## config.mk

```make
export PLATFORM = sky130hd
export DESIGN_NAME = counter_mod_updown_shift
export DESIGN_NICKNAME = d
export VERILOG_FILES = /design/src/rtl/counter_mod_updown_shift.sv
export SDC_FILE = /design/constraint.sdc
export NUM_CORES = 1
export LEC_CHECK = 0
export ABC_CLOCK_PERIOD_IN_PS = 2000
export BUFFER_PORTS_ARGS = -buffer_cell sky130_fd_sc_hd__buf_2
export CAP_MARGIN = 20
export CORE_UTILIZATION = 52
export DETAILED_ROUTE_END_ITERATION = 8
export GPL_ROUTABILITY_DRIVEN = 0
export GPL_TIMING_DRIVEN = 0
export PLACE_DENSITY = 0.77
export SKIP_LAST_GASP = 1
export SYNTH_ARGS = -nofsm -noshare
export SYNTH_HDL_FRONTEND = slang
export SYNTH_SLANG_ARGS = --single-unit
```

## constraint.sdc

```tcl
create_clock -name C -period 2 [get_ports C]
set_input_delay 0.3 -clock C [delete_from_list [all_inputs] [get_ports C]]
set_output_delay 0.3 -clock C [all_outputs]
set_load 0.02 [all_outputs]
```

## src/rtl/counter_mod_updown_shift.sv

```systemverilog
// counter_mod_updown_shift: modulo up/down counter with parallel load, shift/rotate,
// carry/borrow pulses and a sticky error flag.
// Build option: define COUNTER_MOD_SATURATE_EN to make increment/decrement
// saturate at the range limits instead of wrapping.
module counter_mod_updown_shift #(
  parameter int unsigned      WIDTH     = 8,
  parameter longint unsigned  MODULUS   = 256,
  parameter int unsigned      STEP      = 1,
  parameter int unsigned      RESET_VAL = 0
) (
  input  logic             C,
  input  logic             R,
  input  logic             CE,
  input  logic [WIDTH-1:0] D,
  input  logic             L,
  input  logic             INC,
  input  logic             DEC,
  input  logic             SHL,
  input  logic             SHR,
  input  logic             ROT,
  input  logic             SIL,
  input  logic             SIR,
  output logic [WIDTH-1:0] Q,
  output logic             CO,
  output logic             BO,
  output logic             ERR
);

  // Arithmetic is done one bit wider so Q+STEP and Q+MODULUS never overflow.
  localparam int unsigned      W1     = WIDTH + 1;
  localparam logic [W1-1:0]    MOD_W  = W1'(MODULUS);
  localparam logic [W1-1:0]    STEP_W = W1'(STEP);
  localparam logic [WIDTH-1:0] MAX_Q  = WIDTH'(MODULUS - 1);
  localparam logic [WIDTH-1:0] RST_Q  = WIDTH'(RESET_VAL);

  logic [WIDTH-1:0] q_q, q_d;
  logic             co_q, co_d;
  logic             bo_q, bo_d;
  logic             err_q, err_d;

  logic [W1-1:0]    q_ext;
  logic [W1-1:0]    inc_sum;
  logic [W1-1:0]    dec_diff;
  logic [W1-1:0]    dec_wrap;
  logic             inc_over;
  logic             dec_under;
  logic [WIDTH-1:0] inc_val;
  logic [WIDTH-1:0] dec_val;
  logic [WIDTH-1:0] shl_val;
  logic [WIDTH-1:0] shr_val;
  logic             shl_bad;
  logic             shr_bad;
  logic             load_bad;

  // Candidate results for every operation, selected below by priority.
  always_comb begin
    q_ext     = {1'b0, q_q};
    inc_sum   = q_ext + STEP_W;
    dec_diff  = q_ext - STEP_W;
    dec_wrap  = q_ext + MOD_W - STEP_W;
    inc_over  = (inc_sum >= MOD_W);
    dec_under = (q_ext < STEP_W);
`ifdef COUNTER_MOD_SATURATE_EN
    inc_val   = inc_over  ? MAX_Q : WIDTH'(inc_sum);
    dec_val   = dec_under ? '0    : WIDTH'(dec_diff);
`else
    inc_val   = inc_over  ? WIDTH'(inc_sum - MOD_W) : WIDTH'(inc_sum);
    dec_val   = dec_under ? WIDTH'(dec_wrap)        : WIDTH'(dec_diff);
`endif
    shl_val   = {q_q[WIDTH-2:0], (ROT ? q_q[WIDTH-1] : SIL)};
    shr_val   = {(ROT ? q_q[0] : SIR), q_q[WIDTH-1:1]};
    shl_bad   = ({1'b0, shl_val} >= MOD_W);
    shr_bad   = ({1'b0, shr_val} >= MOD_W);
    load_bad  = ({1'b0, D} >= MOD_W);
  end

  // Next-state selection: L > INC > DEC > SHL > SHR > hold, gated by CE.
  always_comb begin
    q_d   = q_q;
    co_d  = 1'b0;
    bo_d  = 1'b0;
    err_d = err_q;
    if (CE) begin
      if (L) begin
        if (load_bad) begin
          q_d   = MAX_Q;
          err_d = 1'b1;
        end else begin
          q_d = D;
        end
      end else if (INC) begin
        q_d  = inc_val;
        co_d = inc_over;
        if (DEC) begin
          err_d = 1'b1;
        end
      end else if (DEC) begin
        q_d  = dec_val;
        bo_d = dec_under;
      end else if (SHL) begin
        if (shl_bad) begin
          q_d   = MAX_Q;
          err_d = 1'b1;
        end else begin
          q_d = shl_val;
        end
      end else if (SHR) begin
        if (shr_bad) begin
          q_d   = MAX_Q;
          err_d = 1'b1;
        end else begin
          q_d = shr_val;
        end
      end
    end
  end

  // State registers with asynchronous reset.
  always_ff @(posedge C or posedge R) begin
    if (R) begin
      q_q   <= RST_Q;
      co_q  <= 1'b0;
      bo_q  <= 1'b0;
      err_q <= 1'b0;
    end else begin
      q_q   <= q_d;
      co_q  <= co_d;
      bo_q  <= bo_d;
      err_q <= err_d;
    end
  end

  assign Q   = q_q;
  assign CO  = co_q;
  assign BO  = bo_q;
  assign ERR = err_q;

endmodule

```

# [Yosys cells after proc, flatten, opt, wreduce, memory -nomap -nowiden]
# Index checks and enable logic that the tools add are counted.
[word_totals] regBits=11 output_inout_bits=11 word_cells=31
[classes] addsub=5 order_cmp=2 mux=16 bitwise_logic=1 reduce_logical=3
[ops] operator="$mux 8" count=7
[ops] operator="$sub 8x1->8 const B" count=3
[ops] operator="$add 8x1->9 const B" count=1
[ops] operator="$ge 9x9->1 const B" count=1
[ops] operator="$mux 1" count=9
[ops] operator="$add 8x1->8 const B" count=1
[ops] operator="$lt 8x1->1 const B" count=1
[ops] operator="$reduce_bool 5->1" count=1
[ops] operator="$reduce_and 4->1" count=1
[ops] operator="$reduce_and 2->1" count=1
[ops] operator="$not 1->1" count=1

# [Longest topological paths before layout]
[logic_depth] depth_word=6 ltp_mapped=7 ltp_nobuf=6

# [Worst setup path before layout]
# No wires, ideal clock.
[synth_timing] kind="flip-flop to flip-flop" start="register q_q[0] (netlist: Q[0])" end="register q_q[4] (netlist: Q[4])" setup_time_ns=0.131 t_arrival_ns=1.704 t_required_ns=1.869 path_slack_ns=0.164 stages_incl_launch_ff=8 path_buffers=1 period_less_slack_ns=1.836 cell_sequence="dfrtp_1 > clkbuf_1 > inv_1 > ha_1 > or3b_2 > a21oi_1 > o2111a_1 > nor3_1"
[synth_between] elab_chain_cells=6 elab_cells_between_ends=12 cone_classes="add/sub: 5; order compare: 2; mux: 5"
[synth_rtl] element="from (decl)" line_no="36" rtl="logic [WIDTH-1:0] q_q, q_d;"
[synth_rtl] element="from (signal assigned)" line_no="126" rtl="q_q <= q_d;"
[synth_rtl] element="$add 8x1->8" line_no="60" rtl="dec_wrap = q_ext + MOD_W - STEP_W;"
[synth_rtl] element="$sub 8x1->8" line_no="60"
[synth_rtl] element="$mux 8" line_no="68" rtl="dec_val = dec_under ? WIDTH'(dec_wrap) : WIDTH'(dec_diff);"
[synth_rtl] element="$mux 8" line_no="97" rtl="end else if (DEC) begin"
[synth_rtl] element="$mux 8 *" line_no="91" rtl="end else if (INC) begin"
[synth_rtl] element="$mux 8 *" line_no="84" rtl="if (L) begin"
# Every way passes the cells marked *; elsewhere a longest branch is shown, timed or not.
# A chain may end at the register's enable or synchronous reset.

# [Worst setup path in the final report]
# Ends and elaborated chain as after synthesis.

==> metrics.txt <==
met1 usage 37.9%; All-Layer GR Usage 30.3%; std cell rows 16; Die Height 48.6 µm; max_cap viols 0; power density cells 663 nW/µm²; Syn Inst Count around 140; htree depth 1; critical path cell sequence clkbuf_2 > inv_1 > ha_1 > or3b_2 > a21oi_1 > o2111a_1 > nor3_1; hold buffers post-CTS 0; Vias ~1200; Post-Syn Area 1130 µm²; drc violations 0; DR pass1 iterations 4; Seq/Total Area, Yosys roughly a quarter; kind of critical path register to register; Hold/Removal Path Class input port to async pin; number of nets in the layout 192; Ys Warns 0; #FFs+latches synth 11; Critical Path End Type register; hpwl dp 2330 µm; status finished with violations; relative max-transition margin 63.3%; routed wire length 3280 µm; 1st-iter DRT viols 39; GRT overflow 0; Worst EP required between 2 and 2.5 ns; met3 Use GR 4.40%; Syn Nets 160; post-synthesis cell type count 50; I/O pins 30; Pleak 0.600 nW; clk root buf clkbuf_4; CP Max Fanout 10; Die X 48.6 µm; Arrival @ worst endpoint 2.10 ns; dpl ws 0.0521 ns; Final Cycle Share just under 100%; Clock Latency Late Sink 0.28 ns; port buffer count 27; # setup viols final 0; post-synthesis area per instance 8.11 µm²; CP max stage delay around 0.46 ns; crit-path leading delay family simple AND/OR/NAND/NOR gates; busiest grt layer met2; Initial Util 56.3%; vias in the first global route between 1000 and 1500; maximum VDD drop 505 µV; top_reg_cell synth dfrtp_1; # diodes 0; EDFF count, synth 0; CP bufs+invs 2; Post-synth ARST share 100%; CTS tree built; Setup Skew 0.000717 ns; failing checks hold timing; CP max-delay cell or3b_2; Worst setup SP type register; CTS Buffer Depth 2; Antenna Nets Post-Route 0; final hold vios 5; die area 2360 µm²; proportion of layout cells with a drive suffix above 1 30.0%; Slew Limit Fails 0; clk slew on worst S/H paths ~0.08 ns; CTS Sinks 11; worst setup margin ~0.056 ns; worst slew pin tran between 0.5 and 0.6 ns; largest net degree at the start of global routing 12; number of antenna violations at the first check in global routing 0; met2 global-route usage 51.2%; vias per cell 6.27; Tmin final ~2 ns; WL/cell approximately 17 µm; core area 2000 µm²; first-pass GRT wire length 5520 µm; Area growth, synth to finish 18.0%; TritonCTS Buffers 3; RSZ-0062 raised after global routing yes; hold slack -0.00120 ns; max frequency 515 MHz
## report_power, final
| part | switching [mW] | internal, mW | leakage [nW] | total, mW |
|---|---|---|---|---|
| combinational | 0.261 | 0.164 | 0.455 | 0.425 |
| sequential | 0.0333 | 0.253 | 0.130 | 0.286 |
| clock | 0.0935 | 0.0776 | 0.0150 | 0.171 |
| total | 0.388 | 0.494 | 0.600 | 0.882 |
## layer usage
metal  share of wire, %  routed length (µm)  up-vias
met2                 48                1580       58
met1                 42                1380      589
met4                2.1                  70        0
li1                   -                   -      581
met5                  0                   0        -
met3                7.3                 238        8
## what timing repair did
| item | CTS | global route |
|---|---|---|
| buffers inserted | 0 | 0 |
| resized for setup | 0 | 3 |
| setup endpoints to repair | 0 | 4 |
## sequential cells by signal, indices dropped and copies added (netlist names)
| signal | flops |
|---|---|
| Q | 8 |
| BO | 1 |
| ERR | 1 |
| CO | 1 |
## placed cells by master, fill, tap and decap left out, types with 4 or more instances in the layout
cell      instances
a21oi_1          11
buf_2            33
clkbuf_1          5
dfrtp_1          11
inv_1            11
nand2_1           8
nand2b_1          4
nor2_1            8
nor3_1            6
o21ai_0           9
## cell usage after synthesis (all sizes together) (3+ instances only)
cell type	n	area share, %
nor2	8	2.7
clkbuf	5	1.7
inv	11	3.7
and3	3	1.7
dfrtp	11	24
nand3b	3	2.0
nand2	8	2.7
mux2i	3	2.7
mux2	3	3.0
a21oi	11	4.9
nand4	3	1.7
nor3	6	2.7
o21ai	10	4.4
nand2b	4	2.2
buf	9	5.7
nand3	3	1.3
## logic make-up after synthesis
logic type      synth area share (%)
mux                             5.66
simple gates                    26.6
fa+ha+maj                       2.22
buf+inv                         11.0
compound gates                  30.1
flops                           24.4
## metrics by stage
step | cells | area (µm²) | util, % | setup TNS (ns) | total power, mW
floorplan | 139 | 1130 | - | 0 | 0.580
global placement | 193 | 1300 | 64.8 | 0 | 0.690
detailed placement | 193 | 1300 | 64.8 | 0 | 0.702
CTS | 197 | 1320 | 66.1 | 0 | 0.874
global route | 197 | 1330 | 66.4 | -0.0285 | 0.930
finish | 197 | 1330 | 66.4 | 0 | 0.882
## area by class of cell
type	instances	area, µm²
buffer	14	83.8
clock buffer	4	26.3
fill	182	672
inverter	11	41.3
multi-input combinational	103	734
sequential	11	275
tap	27	33.8
timing repair buffer	27	135
## final timing paths
path                                   from  cells after the start                to  slack, ns
max                        Q[0]$_DFFE_PP0P_                      7  Q[4]$_DFFE_PP0P_       0.06
min                                       R                      2  Q[5]$_DFFE_PP0P_     -0.001
max reg2reg                Q[0]$_DFFE_PP0P_                      7  Q[4]$_DFFE_PP0P_       0.06
min reg2reg                 ERR$_DFFE_PP0P_                      1   ERR$_DFFE_PP0P_       0.47
max in group asynchronous                 R                      2  Q[1]$_DFFE_PP0P_       1.70
min in group C                         D[2]                      3  Q[2]$_DFFE_PP0P_       0.33
## worst register-to-register path, stage by stage, from the launching register on
cell	delay, ns
dfrtp_1	0.43
clkbuf_2	0.21
inv_1	0.10
ha_1	0.23
or3b_2	0.46
a21oi_1	0.16
o2111a_1	0.18
nor3_1	0.05
(Power assumes the default switching activity.)
